[src/rtl/mgt_01_alu_arbiter_if.sv]
// mgt_01_alu_arbiter_if: request, ALU and writeback signals of the shared-ALU arbiter
interface mgt_01_alu_arbiter_if #(
  parameter int N_REQ  = 2,
  parameter int DATA_W = 32,
  parameter int OPS_W  = 5,
  parameter int TAG_W  = 4
);
  logic [N_REQ-1:0]        req_valid_i;
  logic [N_REQ-1:0]        req_ready_o;
  logic [N_REQ*DATA_W-1:0] req_op_A_i;
  logic [N_REQ*DATA_W-1:0] req_op_B_i;
  logic [N_REQ*OPS_W-1:0]  req_ops_i;
  logic [N_REQ*TAG_W-1:0]  req_tag_i;
  logic [DATA_W-1:0]       alu_op_A_o;
  logic [DATA_W-1:0]       alu_op_B_o;
  logic [OPS_W-1:0]        alu_ops_o;
  logic [DATA_W-1:0]       alu_result_i;
  logic                    alu_comparison_i;
  logic                    alu_fu_state_i;
  logic                    res_valid_o;
  logic                    res_ready_i;
  logic [DATA_W-1:0]       res_data_o;
  logic                    res_cmp_o;
  logic [TAG_W-1:0]        res_tag_o;
  logic [1:0]              res_src_o;
  logic                    busy_o;
  modport master (
    input  req_valid_i, req_op_A_i, req_op_B_i, req_ops_i, req_tag_i,
    input  alu_result_i, alu_comparison_i, alu_fu_state_i, res_ready_i,
    output req_ready_o, alu_op_A_o, alu_op_B_o, alu_ops_o,
    output res_valid_o, res_data_o, res_cmp_o, res_tag_o, res_src_o, busy_o
  );
  modport slave (
    output req_valid_i, req_op_A_i, req_op_B_i, req_ops_i, req_tag_i,
    output alu_result_i, alu_comparison_i, alu_fu_state_i, res_ready_i,
    input  req_ready_o, alu_op_A_o, alu_op_B_o, alu_ops_o,
    input  res_valid_o, res_data_o, res_cmp_o, res_tag_o, res_src_o, busy_o
  );
endinterface

[src/rtl/mgt_01_alu_arbiter.sv]
// mgt_01_alu_arbiter: round-robin sharing of one integer ALU between N_REQ requesters,
// with the result returned to writeback over a valid/ready port.
module mgt_01_alu_arbiter #(
  parameter int N_REQ  = 2,
  parameter int DATA_W = 32,
  parameter int OPS_W  = 5,
  parameter int TAG_W  = 4
) (
  input logic clk_i,
  input logic rst_i,
  mgt_01_alu_arbiter_if.master bus
);
  typedef enum logic [1:0] {IDLE, EXEC, RESP} state_t;
  state_t state_q, state_d;
  logic [1:0]        ptr_q, win, src_q, res_src_q;
  logic [2:0]        cand;
  logic [3:0]        vld;
  logic              hit, grant_en, grant, done, accept;
  logic [DATA_W-1:0] op_a_q, op_b_q, res_data_q;
  logic [OPS_W-1:0]  ops_q;
  logic [TAG_W-1:0]  tag_q, res_tag_q;
  logic              res_valid_q, res_cmp_q;
  assign vld      = 4'(bus.req_valid_i);
  assign accept   = state_q == RESP && bus.res_ready_i;
  // Grants are suppressed while reset is held so req_ready_o reads zero.
  assign grant_en = !rst_i && (state_q == IDLE || accept);
  assign grant    = grant_en && hit;
  assign done     = state_q == EXEC && bus.alu_fu_state_i;
  always_comb begin
    win  = '0;
    hit  = 1'b0;
    cand = '0;
    for (int i = N_REQ - 1; i >= 0; i--) begin
      cand = {1'b0, ptr_q} + 3'(i);
      cand = cand >= 3'(N_REQ) ? cand - 3'(N_REQ) : cand;
      if (vld[cand[1:0]]) begin
        win = cand[1:0];
        hit = 1'b1;
      end
    end
  end
  always_comb begin
    state_d = grant ? EXEC : done ? RESP : accept ? IDLE : state_q;
  end
  always_ff @(posedge clk_i or posedge rst_i) begin
    if (rst_i) begin
      state_q     <= IDLE;
      ptr_q       <= '0;
      op_a_q      <= '0;
      op_b_q      <= '0;
      ops_q       <= '0;
      tag_q       <= '0;
      src_q       <= '0;
      res_valid_q <= 1'b0;
      res_data_q  <= '0;
      res_cmp_q   <= 1'b0;
      res_tag_q   <= '0;
      res_src_q   <= '0;
    end else begin
      state_q <= state_d;
      if (grant) begin
        op_a_q <= bus.req_op_A_i[int'(win)*DATA_W +: DATA_W];
        op_b_q <= bus.req_op_B_i[int'(win)*DATA_W +: DATA_W];
        ops_q  <= bus.req_ops_i[int'(win)*OPS_W +: OPS_W];
        tag_q  <= bus.req_tag_i[int'(win)*TAG_W +: TAG_W];
        src_q  <= win;
        ptr_q  <= win == 2'(N_REQ - 1) ? 2'd0 : win + 2'd1;
      end
      if (done) begin
        res_data_q <= bus.alu_result_i;
        res_cmp_q  <= bus.alu_comparison_i;
        res_tag_q  <= tag_q;
        res_src_q  <= src_q;
      end
      res_valid_q <= done ? 1'b1 : accept ? 1'b0 : res_valid_q;
    end
  end
  assign bus.req_ready_o = grant ? N_REQ'(1) << win : '0;
  assign bus.alu_op_A_o  = op_a_q;
  assign bus.alu_op_B_o  = op_b_q;
  assign bus.alu_ops_o   = ops_q;
  assign bus.res_valid_o = res_valid_q;
  assign bus.res_data_o  = res_data_q;
  assign bus.res_cmp_o   = res_cmp_q;
  assign bus.res_tag_o   = res_tag_q;
  assign bus.res_src_o   = res_src_q;
  assign bus.busy_o      = state_q != IDLE;
endmodule

[src/flat_wrapper.sv]
// flat-port wrapper written by rule: the top's interface ports become plain ports
module mgt_01_alu_arbiter_flat 
#(
  parameter int N_REQ  = 2,
  parameter int DATA_W = 32,
  parameter int OPS_W  = 5,
  parameter int TAG_W  = 4
)
  (clk_i, rst_i, bus_req_valid_i, bus_req_op_A_i, bus_req_op_B_i, bus_req_ops_i, bus_req_tag_i, bus_alu_result_i, bus_alu_comparison_i, bus_alu_fu_state_i, bus_res_ready_i, bus_req_ready_o, bus_alu_op_A_o, bus_alu_op_B_o, bus_alu_ops_o, bus_res_valid_o, bus_res_data_o, bus_res_cmp_o, bus_res_tag_o, bus_res_src_o, bus_busy_o);
  mgt_01_alu_arbiter_if #(.N_REQ(N_REQ), .DATA_W(DATA_W), .OPS_W(OPS_W), .TAG_W(TAG_W)) bus_i ();
  input logic clk_i;
  input logic rst_i;
  input wire logic [$bits(bus_i.req_valid_i)-1:0] bus_req_valid_i;
  input wire logic [$bits(bus_i.req_op_A_i)-1:0] bus_req_op_A_i;
  input wire logic [$bits(bus_i.req_op_B_i)-1:0] bus_req_op_B_i;
  input wire logic [$bits(bus_i.req_ops_i)-1:0] bus_req_ops_i;
  input wire logic [$bits(bus_i.req_tag_i)-1:0] bus_req_tag_i;
  input wire logic [$bits(bus_i.alu_result_i)-1:0] bus_alu_result_i;
  input wire logic [$bits(bus_i.alu_comparison_i)-1:0] bus_alu_comparison_i;
  input wire logic [$bits(bus_i.alu_fu_state_i)-1:0] bus_alu_fu_state_i;
  input wire logic [$bits(bus_i.res_ready_i)-1:0] bus_res_ready_i;
  output wire logic [$bits(bus_i.req_ready_o)-1:0] bus_req_ready_o;
  output wire logic [$bits(bus_i.alu_op_A_o)-1:0] bus_alu_op_A_o;
  output wire logic [$bits(bus_i.alu_op_B_o)-1:0] bus_alu_op_B_o;
  output wire logic [$bits(bus_i.alu_ops_o)-1:0] bus_alu_ops_o;
  output wire logic [$bits(bus_i.res_valid_o)-1:0] bus_res_valid_o;
  output wire logic [$bits(bus_i.res_data_o)-1:0] bus_res_data_o;
  output wire logic [$bits(bus_i.res_cmp_o)-1:0] bus_res_cmp_o;
  output wire logic [$bits(bus_i.res_tag_o)-1:0] bus_res_tag_o;
  output wire logic [$bits(bus_i.res_src_o)-1:0] bus_res_src_o;
  output wire logic [$bits(bus_i.busy_o)-1:0] bus_busy_o;
  assign bus_i.req_valid_i = bus_req_valid_i;
  assign bus_i.req_op_A_i = bus_req_op_A_i;
  assign bus_i.req_op_B_i = bus_req_op_B_i;
  assign bus_i.req_ops_i = bus_req_ops_i;
  assign bus_i.req_tag_i = bus_req_tag_i;
  assign bus_i.alu_result_i = bus_alu_result_i;
  assign bus_i.alu_comparison_i = bus_alu_comparison_i;
  assign bus_i.alu_fu_state_i = bus_alu_fu_state_i;
  assign bus_i.res_ready_i = bus_res_ready_i;
  assign bus_req_ready_o = bus_i.req_ready_o;
  assign bus_alu_op_A_o = bus_i.alu_op_A_o;
  assign bus_alu_op_B_o = bus_i.alu_op_B_o;
  assign bus_alu_ops_o = bus_i.alu_ops_o;
  assign bus_res_valid_o = bus_i.res_valid_o;
  assign bus_res_data_o = bus_i.res_data_o;
  assign bus_res_cmp_o = bus_i.res_cmp_o;
  assign bus_res_tag_o = bus_i.res_tag_o;
  assign bus_res_src_o = bus_i.res_src_o;
  assign bus_busy_o = bus_i.busy_o;
  mgt_01_alu_arbiter #(.N_REQ(N_REQ), .DATA_W(DATA_W), .OPS_W(OPS_W), .TAG_W(TAG_W)) u_core (.clk_i(clk_i), .rst_i(rst_i), .bus(bus_i));
endmodule
[config.mk]
export PLATFORM = sky130hd
export DESIGN_NAME = mgt_01_alu_arbiter_flat
export DESIGN_NICKNAME = d
export VERILOG_FILES = /design/src/rtl/mgt_01_alu_arbiter_if.sv /design/src/rtl/mgt_01_alu_arbiter.sv /design/src/flat_wrapper.sv
export SDC_FILE = /design/constraint.sdc
export NUM_CORES = 1
export LEC_CHECK = 0
export ABC_CLOCK_PERIOD_IN_PS = 6800
export CAP_MARGIN = 20
export CORE_MARGIN = 4
export CORE_UTILIZATION = 30
export CTS_CLUSTER_DIAMETER = 200
export DETAILED_ROUTE_END_ITERATION = 8
export PLACE_DENSITY = 0.65
export SYNTH_ARGS = -nofsm -noshare
export SYNTH_HDL_FRONTEND = slang
export SYNTH_SLANG_ARGS = --single-unit
[constraint.sdc]
create_clock -name clk_i -period 6.8 [get_ports clk_i]
set_input_delay 1.36 -clock clk_i [delete_from_list [all_inputs] [get_ports clk_i]]
set_output_delay 1.36 -clock clk_i [all_outputs]
set_load 0.01 [all_outputs]
==> impl_metrics.ini, run 1 <==
[outcome]
outcome = completed

[power_and_ir_drop]
leakagePower_nw = 3.982
switchingPower_w = 0.001127
p_sw_share_pct = 30.79
p_per_area_nw_per_um2 = 412.5
comb_power_share_pct = 40.6
seqPwrFrac_pct = 33.3
vdd_drop_max_mv = 0.1698
clkPwrFrac_pct = 26.1
p_int_w = 0.002533

[critical_path]
crit_chain = clkdlybuf4s50_1, nand2_4, nor2_1, clkdlybuf4s50_1
path_class = input port to primary output
crit_fanout = 41
crit_buf_inv = 2
crit-reg2reg-launch = u_core.ptr_q[0]$_DFFE_PP0P_
crit_family = buffers and inverters
cp.depth = 4
slowest_stage = clkdlybuf4s50_1
max_stage_delay_ns = 0.62
cpMostUsedCell = clkdlybuf4s50_1
cp.required_ns = 5.44
reg2reg_depth = 5
endpoint_kind = primary output
cp_data_arrival_time_ns = 3.40
cp-startpoint = bus_req_valid_i[1]
cp-start-kind = input port

[clock_network]
cts_buffers = 17
clock_sinks = 119
cts_setup_buffers = 0
postCtsHoldBufs = 0
ctsHtreeMaxLevel = 4
insertion_delay_ns = 0.41
cts_root_buffer = clkbuf_16
cts_resized = 0
clk_pin_slew_ns = 0.05
cts_tree = done
cts.path.max_buffers = 2

[synthesis]
synth.net_count = 616
ys_types = 24
syn_inst = 431
syn_area_per_cell_um2 = 11.97
yosysWarnings = 0
synth-seq-cells = 119
netlist_area_um2 = 5159
seq_area_frac_synth_pct = 57.72

[sta]
slew-limit-headroom_pct = 44.13
skew_ns = 0.005597
fin_setup_tns_ns = 0
holdWs_ns = 0.4772
period_needed_ns = 4.759
hold_viol = 0
drv_slew = 0
final.setup.worst_slack_ns = 2.041
tightest_slew_ns = 0.8380
max_freq_ghz = 0.2101
fin_crit_sh_pct = 69.99
rsz0062_at_grt = false
finalSetupViolCount = 0

[drt]
drt_iter0_drc = 181
wl_per_cell_um = 16.07
drc = 0
ant_nets = 0
via_per_inst = 4.514
dr.pass1.iters = 4
via_count = 4315
wl_um = 15360

[grt]
grt_usage_pct = 15.83
grt_max_degree = 93
antenna_found_initial = 0
grt_pass1_wl_um = 24510
grt_overflow = 0
grt_pass1_vias = 4742

[worst_hold_path]
hold_path_class = flop to flop
hold_start = u_core.src_q[0]$_DFFE_PP0P_
whs_path_depth = 1

[finish]
final_cells = 956
final_nets = 908
syn_to_final_growth_pct = 71.99
layout-drive-gt1-share_pct = 11.28
n_antenna_cell = 0

[placement]
portBuffers = 296
dp_cells = 924
hpwl_um = 11900
pre_cts_ws_ns = 1.993
gp_congestion = 0.8308

[floorplanning]
core_um2 = 16700
die_area_um2 = 19360
die-width_um = 139.1
rows = 47
start_util_pct = 30.89
die_y_um = 139.1
ios = 297

[job]
cap_violations = 0
-- state kept, by name, indices dropped and copies added (netlist names) --
signal	count
u_core.bus.alu_ops_o	5
u_core.ptr_q	2
u_core.bus.alu_op_A_o	32
u_core.bus.res_cmp_o	1
u_core.state_q	2
u_core.bus.res_valid_o	1
u_core.bus.res_tag_o	4
u_core.bus.res_data_o	32
u_core.bus.alu_op_B_o	32
u_core.tag_q	4
u_core.src_q	2
u_core.bus.res_src_o	2
-- stage by stage --
step	util (%)	power [W]	area, um2
2_1_floorplan	-	0.001868	5159
3_3_place_gp	49.31	0.002698	8235
6_report	53.12	0.003660	8872
4_1_cts	53.12	0.003719	8872
3_5_place_dp	49.31	0.002743	8235
5_1_grt	53.12	0.003888	8872
-- final timing paths --
kind / to / slack (ns)
min reg2reg: u_core.src_q[0]$_DFFE_PP0P_ / 0.48
max in group asynchronous: u_core.bus.res_valid_o$_DFFE_PP0P_ / 4.06
max reg2reg: u_core.bus.alu_op_B_o[13]$_DFFE_PP0P_ / 4.55
min in group asynchronous: u_core.bus.res_data_o[1]$_DFFE_PP0P_ / 1.52
min: u_core.src_q[0]$_DFFE_PP0P_ / 0.48
max: bus_req_ready_o[1] / 2.04
-- power by group through the flow --
stage / Sequential, W / Combinational, W / Clock [W]
floorplan: 0.00136 / 0.000512 / 0
global placement: 0.00121 / 0.00149 / 0
detailed placement: 0.00123 / 0.00151 / 0
CTS: 0.00122 / 0.00152 / 0.000978
global route: 0.00126 / 0.00161 / 0.00101
finish: 0.00122 / 0.00149 / 0.000954
-- logic make-up after synthesis --
| logic type | synth area share (%) |
|---|---|
| buffers and inverters | 4.123 |
| AO/OA/AOI/OAI | 8.271 |
| AND/OR/NAND/NOR | 7.204 |
| flip-flops | 57.73 |
| multiplexers | 22.68 |
-- final cells by class --
cell class	instances	area [um2]
fillers	1468	7829
repair buffers	301	3000
clock buffers	18	439.2
multi-input cells	283	1976
clock inverters	14	197.7
well taps	220	275.3
inverters	1	6.256
flip-flops and latches	119	2978
-- cells in the mapped netlist, drive strengths merged --
cell type  instances  area (um2)
mux2i             73       730.7
inv                1       3.750
a21o               1       7.510
clkbuf             7       26.28
nand2             79       296.5
or2                1       6.260
and2               2       12.51
a31oi              1       6.260
a21boi             1       11.26
a21oi              2       10.01
nor2               4       17.52
nand2b             2       20.02
dfrtp            119        2978
o21ai             74       370.4
nor2b              2       12.51
mux2              39       439.2
nand4              1       6.260
o211ai             1       21.27
buf               21       182.7
-- cells in the final DEF, fill, tap and decap left out, drive strengths merged --
| cell type | instances |
|---|---|
| a21boi | 1 |
| a21o | 1 |
| a21oi | 2 |
| a31oi | 1 |
| and2 | 2 |
| buf | 5 |
| bufinv | 4 |
| clkbuf | 18 |
| clkdlybuf4s50 | 296 |
| clkinv | 5 |
| clkinvlp | 2 |
| dfrtp | 119 |
| inv | 4 |
| mux2 | 39 |
| mux2i | 73 |
| nand2 | 79 |
| nand2b | 2 |
| nand4 | 1 |
| nor2 | 4 |
| nor2b | 2 |
| o211ai | 1 |
| o21ai | 74 |
| or2 | 1 |
-- routing by layer --
| metal | vias to the layer above | GRT usage (%) | wire length, um |
|---|---|---|---|
| met3 | 37 | 6.207 | 1282 |
| li1 | 2082 | - | - |
| met1 | 2004 | 16.73 | 5777 |
| met5 | - | 0 | 0 |
| met2 | 192 | 27.84 | 7810 |
| met4 | 0 | 7.158 | 495 |
No activity file was read; power rests on OpenSTA's default activity.
==> run 2: changes to the inputs <==
--- a/config.mk
+++ b/config.mk
@@ -5,13 +5,13 @@
 export SDC_FILE = /design/constraint.sdc
 export NUM_CORES = 1
 export LEC_CHECK = 0
-export ABC_CLOCK_PERIOD_IN_PS = 6800
+export ABC_CLOCK_PERIOD_IN_PS = 3800
 export CAP_MARGIN = 20
 export CORE_MARGIN = 4
 export CORE_UTILIZATION = 30
 export CTS_CLUSTER_DIAMETER = 200
 export DETAILED_ROUTE_END_ITERATION = 8
-export PLACE_DENSITY = 0.65
+export PLACE_DENSITY = 0.67
 export SYNTH_ARGS = -nofsm -noshare
 export SYNTH_HDL_FRONTEND = slang
 export SYNTH_SLANG_ARGS = --single-unit
==> constraint.sdc (replaced) <==
create_clock -name clk_i -period 3.8 [get_ports clk_i]
set_input_delay 0.76 -clock clk_i [delete_from_list [all_inputs] [get_ports clk_i]]
set_output_delay 0.76 -clock clk_i [all_outputs]
set_load 0.01 [all_outputs]
==> run 2 against run 1 <==
Compared with the run above: cell count rose by 0.21%; register-to-register slack got worse by 3.1 ns; via count down 2.0%; critical path type unchanged; first-iteration DRC count shrank 37%; global-route usage down 0.20 points; sequential cell count unchanged; count of clock-buffer cells in the layout increased by 4; largest cell class unchanged; cell area about the same; die area did not move; critical path depth rose by 1; routed wire length shrank 0.81%.
==> impl_metrics.ini, run 2 (synthesized netlist as in run 1, its figures left out) <==
[power_and_ir_drop]
p_per_area_nw_per_um2 = 725.1
vdd_drop_max_mv = 0.2982
leakagePower_nw = 3.971

[drt]
dr.pass1.iters = 4
drc = 0
ant_nets = 0
wl_per_cell_um = 15.91
via_per_inst = 4.415
via_count = 4230
drt_iter0_drc = 114
wl_um = 15240

[floorplanning]
die_y_um = 139.1
die-width_um = 139.1
core_um2 = 16700
ios = 297
start_util_pct = 30.89
die_area_um2 = 19360
rows = 47

[grt]
grt_max_degree = 79
grt_util_met2_pct = 28.82
grt_usage_pct = 15.63
grt_overflow = 0
use_met3_pct = 5.448
antenna_found_initial = 0
grt_pass1_vias = 4479
busiest_layer = met2
met1_usage_pct = 16.51
grt_pass1_wl_um = 23740

[sta]
rsz0062_at_grt = false
skew_ns = 0.005253
finalSetupViolCount = 0
slew-limit-headroom_pct = 51.37
hold_viol = 0
max_freq_ghz = 0.3074
fin_crit_sh_pct = 85.61
period_needed_ns = 3.253
tightest_slew_ns = 0.7277
drv_slew = 0
final.setup.worst_slack_ns = 0.5467
fin_setup_tns_ns = 0

[critical_path]
crit-reg2reg-launch = u_core.state_q[1]$_DFFE_PP0P_
cp.required_ns = 3.04
path_class = input port to primary output
crit_fanout = 3
cpMostUsedCell = clkdlybuf4s50_1
slowest_stage = clkdlybuf4s50_1
max_stage_delay_ns = 0.60
cp-start-kind = input port
crit_family = buffers and inverters
endpoint_kind = primary output
cp-startpoint = bus_req_valid_i[0]
crit_chain = clkdlybuf4s50_1, a21boi_2, o211ai_4, nor2_1, clkdlybuf4s50_1
crit_buf_inv = 2
cp_data_arrival_time_ns = 2.49

[clock_network]
insertion_delay_ns = 0.41
cts.path.max_buffers = 2
cts_resized = 0
cts_buffers = 17
clock_sinks = 119
cts_tree = done
cts_setup_buffers = 0
ctsHtreeMaxLevel = 4
postCtsHoldBufs = 0
cts_root_buffer = clkbuf_16
clk_pin_slew_ns = 0.05

[finish]
seqCellArea_um2 = 2978
multi_input_area_um2 = 1976
n_antenna_cell = 0
final_nets = 910
fill_cells = 1443
layout_common_cells = clkdlybuf4s50_1, dfrtp_1, nand2_1
fin_util_pct = 53.18
layout-drive-gt1-share_pct = 11.38
syn_to_final_growth_pct = 72.16
final_common_cell = clkdlybuf4s50_1
design_area_um2 = 8881

[placement]
portBuffers = 296
pre_cts_ws_ns = 0.5122
gp_congestion = 0.7828
placed_area_um2 = 8277
hpwl_um = 11960

[job]
cap_violations = 0

[worst_hold_path]
hold_path_class = flop to flop
hold_start = u_core.bus.alu_op_B_o[25]$_DFFE_PP0P_

[outcome]
outcome = completed
## run 2: changes by cell type in the layout (fill, tap and decap cells not counted), sizes merged
cell,before,now
clkinv,5,3
inv,4,0
clkbuf,18,22
clkinvlp,2,6
bufinv,4,2
buf,5,7
## run 2: per-layer routing
metal | wire (um) | share of wire [%]
met1 | 5778 | 38
met2 | 8236 | 54
met3 | 994 | 6.5
met4 | 231 | 1.5
met5 | 0 | 0
## run 2: tightest hold or removal path: stages, from the launching register on
cell     delay [ns]
dfrtp_1        0.34
nand2_1        0.04
o21ai_0        0.06
## run 2: final cells by class
cell class / count / share of cell area (%)
clock inverter: 10 / 1.352
inverter: 1 / 0.08453
timing repair buffer: 303 / 34.24
tap: 220 / 3.099
multi-input combinational: 283 / 22.25
clock buffer: 22 / 5.452
sequential: 119 / 33.53
## run 2: path summary, 6_finish.rpt
check / end / slack, ns / cells past startpoint
hold / removal: u_core.bus.alu_op_B_o[25]$_DFFE_PP0P_ / 0.47 / 2
setup reg to reg: u_core.bus.alu_op_A_o[0]$_DFFE_PP0P_ / 1.49 / 6
hold reg to reg: u_core.bus.alu_op_B_o[25]$_DFFE_PP0P_ / 0.47 / 2
min in group asynchronous: u_core.bus.res_data_o[19]$_DFFE_PP0P_ / 0.82 / 2
setup / recovery: bus_req_ready_o[1] / 0.55 / 5
max in group asynchronous: u_core.bus.alu_op_B_o[24]$_DFFE_PP0P_ / 2.15 / 3
## run 2: per-stage QoR
stage	cells	power, W	hold slack, ns
floorplan	431	0.003343	0.4458
global placement	926	0.004827	0.4578
detailed placement	926	0.004913	0.4664
CTS	958	0.006549	0.4782
global route	958	0.006822	0.4836
finish	958	0.006440	0.4735
## run 2: report_power, final
group | total [W] | switching, W | internal, W
Combinational | 0.00267 | 0.00111 | 0.00156
Sequential | 0.00217 | 0.000311 | 0.00186
Clock | 0.00160 | 0.000566 | 0.00103
Total | 0.00644 | 0.00198 | 0.00446
==> run 3: changes to the inputs <==
--- a/config.mk
+++ b/config.mk
@@ -7,11 +7,12 @@
 export LEC_CHECK = 0
 export ABC_CLOCK_PERIOD_IN_PS = 3800
 export CAP_MARGIN = 20
-export CORE_MARGIN = 4
+export CORE_MARGIN = 1.5
 export CORE_UTILIZATION = 30
 export CTS_CLUSTER_DIAMETER = 200
 export DETAILED_ROUTE_END_ITERATION = 8
 export PLACE_DENSITY = 0.67
+export RECOVER_POWER = 25
 export SYNTH_ARGS = -nofsm -noshare
 export SYNTH_HDL_FRONTEND = slang
 export SYNTH_SLANG_ARGS = --single-unit
==> run 3 against run 2 <==
Compared with the run above: non-clock buffer count is 2 lower; sequential power hardly changed; cell count is 0.21% lower; via count is 0.57% higher; count of clock-buffer cells in the layout is 1 lower; largest cell class unchanged; first-iteration DRC count is 0.88% higher; total power is 1.9% lower; clock skew is 0.0044 ns higher.
==> impl_metrics.ini, run 3 (synthesized netlist as in run 1, its figures left out) <==
[drt]
dr.pass1.iters = 4
via_per_inst = 4.450
wl_um = 14490
drt_iter0_drc = 115
wl_per_cell_um = 15.15
drc = 0
via_count = 4254
ant_nets = 0

[clock_network]
clk_pin_slew_ns = 0.05
insertion_delay_ns = 0.41
cts_buffers = 17
cts_tree = done
ctsHtreeMaxLevel = 4
clock_sinks = 119
cts_resized = 0
postCtsHoldBufs = 0
cts_root_buffer = clkbuf_16
cts.path.max_buffers = 2
cts_setup_buffers = 0

[grt]
antenna_found_initial = 0
grt_pass1_vias = 4475
grt_overflow = 0
grt_max_degree = 100
grt_usage_pct = 16.33
grt_pass1_wl_um = 22810

[floorplanning]
rows = 47
start_util_pct = 30.89
core_um2 = 16700
die_y_um = 134.1
ios = 297
die_area_um2 = 17990
die-width_um = 134.1

[sta]
finalSetupViolCount = 0
fin_crit_sh_pct = 85.57
skew_ns = 0.009620
fin_setup_tns_ns = 0
slew-limit-headroom_pct = 11.89
max_freq_ghz = 0.3075
tightest_slew_ns = 1.322
hold_viol = 0
rsz0062_at_grt = false
period_needed_ns = 3.252
drv_slew = 0

[finish]
syn_to_final_growth_pct = 70.56
final_cells = 956
fill_cells = 1490
final_common_cell = clkdlybuf4s50_1
n_antenna_cell = 0
layout-drive-gt1-share_pct = 11.14
final_nets = 908
layout_common_cells = clkdlybuf4s50_1, dfrtp_1, nand2_1

[outcome]
outcome = completed

[power_and_ir_drop]
seqPwrFrac_pct = 34.5
switchingPower_w = 0.001973
p_sw_share_pct = 31.23
comb_power_share_pct = 41.9
clkPwrFrac_pct = 23.6
leakagePower_nw = 3.937
vdd_drop_max_mv = 0.3026
p_per_area_nw_per_um2 = 717.9
p_int_w = 0.004344

[worst_hold_path]
hold_path_class = flop to flop

[critical_path]
cp_data_arrival_time_ns = 2.49
cp.required_ns = 3.04
crit_fanout = 4
path_class = input port to primary output
endpoint_kind = primary output
cp-start-kind = input port

[job]
cap_violations = 0

[placement]
hpwl_um = 11000
dp_cells = 924
gp_congestion = 0.8472
portBuffers = 296
## run 3: cell count changes in the layout (fill, tap and decap cells not counted), sizes merged
| cell | before | now |
|---|---|---|
| clkinvlp | 6 | 5 |
| buf | 7 | 4 |
| clkdlybuf4s50 | 296 | 293 |
| bufinv | 2 | 1 |
| dlygate4sd3 | 0 | 3 |
| clkinv | 3 | 6 |
## run 3: path summary, 6_finish.rpt
check,start,to,slack (ns),depth (start not counted)
max in group asynchronous,rst_i,u_core.bus.alu_op_A_o[24]$_DFFE_PP0P_,0.95,3
setup / recovery,rst_i,bus_req_ready_o[1],0.55,5
hold reg to reg,u_core.bus.alu_op_B_o[26]$_DFFE_PP0P_,u_core.bus.alu_op_B_o[26]$_DFFE_PP0P_,0.48,2
hold / removal,u_core.bus.alu_op_B_o[26]$_DFFE_PP0P_,u_core.bus.alu_op_B_o[26]$_DFFE_PP0P_,0.48,2
min in group asynchronous,rst_i,u_core.bus.res_data_o[2]$_DFFE_PP0P_,1.00,2
setup reg to reg,u_core.state_q[1]$_DFFE_PP0P_,u_core.bus.res_src_o[0]$_DFFE_PP0P_,1.92,3
## run 3: metrics by stage
stage / hold WS, ns / area [um2] / worst slack, ns / power [W] / util [%]
floorplan: 0.4458 / 5162 / 1.482 / 0.003343 / -
global placement: 0.4577 / 8252 / 0.5499 / 0.004810 / 49.41
detailed placement: 0.4685 / 8252 / 0.5099 / 0.004891 / 49.41
CTS: 0.4801 / 8813 / 0.5158 / 0.006423 / 52.77
global route: 0.5044 / 8798 / 0.4217 / 0.006712 / 52.68
finish: 0.4754 / 8798 / 0.5482 / 0.006317 / 52.68
## run 3: layout make-up
cell class | count | area, um2 | area share [%]
clock buffers | 21 | 460.4 | 5.233
clock inverters | 11 | 101.3 | 1.152
repair buffers | 301 | 3000 | 34.10
well taps | 220 | 275.3 | 3.129
inverters | 1 | 5.005 | 0.05688
flip-flops and latches | 119 | 2978 | 33.85
multi-input cells | 283 | 1978 | 22.48
## run 3: critical path, stage by stage
cell,delay (ns)
dlygate4sd3_1,0.58
nor2_2,0.20
o211ai_4,0.13
nor2_1,0.21
clkdlybuf4s50_1,0.61
## run 3: metal layers
metal | GRT usage [%] | routed length [um] | up-vias
li1 | - | - | 2071
met1 | 17.70 | 5392 | 1972
met2 | 29.07 | 7523 | 185
met3 | 5.518 | 1203 | 26
met4 | 6.989 | 367 | 0
met5 | 0 | 0 | -
## run 3: power by group through the flow
stage	clock network, W	logic [W]	registers (W)
finish	0.00149	0.00264	0.00218
CTS	0.00154	0.00270	0.00219
global route	0.00160	0.00284	0.00227
global placement	0	0.00264	0.00217
floorplan	0	0.000916	0.00243
detailed placement	0	0.00269	0.00220
==> RTL change (settings of run 1) <==
`DATA_W` is set to 32 in 3 places; all go to 64.
--- a/src/rtl/mgt_01_alu_arbiter_if.sv
+++ b/src/rtl/mgt_01_alu_arbiter_if.sv
@@ -2,5 +2,5 @@
 interface mgt_01_alu_arbiter_if #(
   parameter int N_REQ  = 2,
-  parameter int DATA_W = 32,
+  parameter int DATA_W = 64,
   parameter int OPS_W  = 5,
   parameter int TAG_W  = 4
--- a/src/rtl/mgt_01_alu_arbiter.sv
+++ b/src/rtl/mgt_01_alu_arbiter.sv
@@ -3,5 +3,5 @@
 module mgt_01_alu_arbiter #(
   parameter int N_REQ  = 2,
-  parameter int DATA_W = 32,
+  parameter int DATA_W = 64,
   parameter int OPS_W  = 5,
   parameter int TAG_W  = 4
--- a/src/flat_wrapper.sv
+++ b/src/flat_wrapper.sv
@@ -3,5 +3,5 @@
 #(
   parameter int N_REQ  = 2,
-  parameter int DATA_W = 32,
+  parameter int DATA_W = 64,
   parameter int OPS_W  = 5,
   parameter int TAG_W  = 4
Ports: changed (6 resized); port bits go from 297 to 553. No check against the original RTL was run, so the function may have changed too.
==> RTL change against run 1 <==
Non-clock buffer count increased by 258. Setup slack got worse by 0.073 ns. Sequential power is 81% higher. Utilization down 0.92 points. Synthesized area increased by 80%. Total power up 76%. Design area is 80% higher. Sequential cell count grew 96. Wire length rose by 120%. First-iteration DRC count is 61% higher. Count of clock-buffer cells in the layout rose by 13. Largest power group unchanged. Highest routed layer unchanged.
==> RTL change: results (changes against run 1) <==
Post-Syn Nets 1119 (+82%); Worst Hold Endpoint u_core.bus.alu_op_B_o[5]; post-synthesis mux area share 23.4% (+0.73 points); total CTS buffers 25 (+8); GR Util All Layers 18.4% (+2.5 points); hold path startpoint u_core.bus.alu_op_B_o[5]; Crit Reg-Reg Endpoint u_core.bus.alu_op_B_o[41]; Pleak 7.11 nW (+79%); first-iteration detailed-routing DRC count 291 (+61%); Net Sw Power 2.06 mW (+83%); dpl ws 1.91 ns (-0.0808 ns); status complete, no violations; VDD IR max 0.000187 V (+10%); Compound-Gate Fraction of Synth Area 8.11% (-0.16 points); synth unique cells 27 (+13%); largest net degree at the start of global routing 138 (+48%); max incr delay on CP 0.81 ns (+0.19 ns); GP Congestion 0.817 (-1.7%); cell area after placement 0.0150 mm2 (+83%); Seq. pwr 2.21 mW (+81%); Layout Skew 0.0267 ns (+0.0211 ns); number of global-route vias before repair 7843 (+65%); Seq/Total Area, Yosys 58.0% (+0.28 points); crit path to bus_req_ready_o[0]; first-pass GRT wire length 47900 um (+95%); Routed WL 33100 um (+120%); fmax 207 MHz (-1.5%); Slowest cell on crit path o211ai_4; CP Max Fanout 37 (-9.8%); H-tree depth 1 (-3); Clock Latency Late Sink 0.52 ns (+0.11 ns); met3 GRT Util 5.14% (-1.1 points); P_clk 1.43 mW (+50%); buffer depth of the longest clock path 3 (+1); Post-synth top cells 215 x dfrtp_1, 140 x nand2_1, 137 x mux2i_1, 119 x o21ai_1, 71 x mux2_2
RTL change: cell count changes after synthesis, moves of 6 or more:
cell,delta
buf_2,+8
buf_4,+8
clkbuf_2,+6
dfrtp_1,+96
mux2_2,+32
mux2i_1,+64
nand2_1,+61
o21ai_0,+6
o21ai_1,+57
RTL change: per-layer routing:
layer	vias to the layer above	part of all wire, %
met3	39	8.9
met5	-	0
met2	308	52
li1	3747	-
met4	0	1.8
met1	3474	37
RTL change: cells by family after synthesis:
| logic type | count (synthesis) |
|---|---|
| compound gates | 145 |
| buf+inv | 54 |
| flops | 215 |
| mux | 208 |
| simple gates | 152 |
RTL change: cell type report:
type / instances / area (um2)
Clock inverter: 13 / 206
Tap cell: 396 / 495
Fill cell: 2729 / 14600
Clock buffer: 31 / 668
Multi-Input combinational cell: 505 / 3540
Timing Repair Buffer: 559 / 5630
Inverter: 2 / 11.3
Sequential cell: 215 / 5380
RTL change: critical path: cells and delay by family:
kind | cells | cell delay (ns)
buf+inv | 2 | 1.12
compound gates | 2 | 0.98
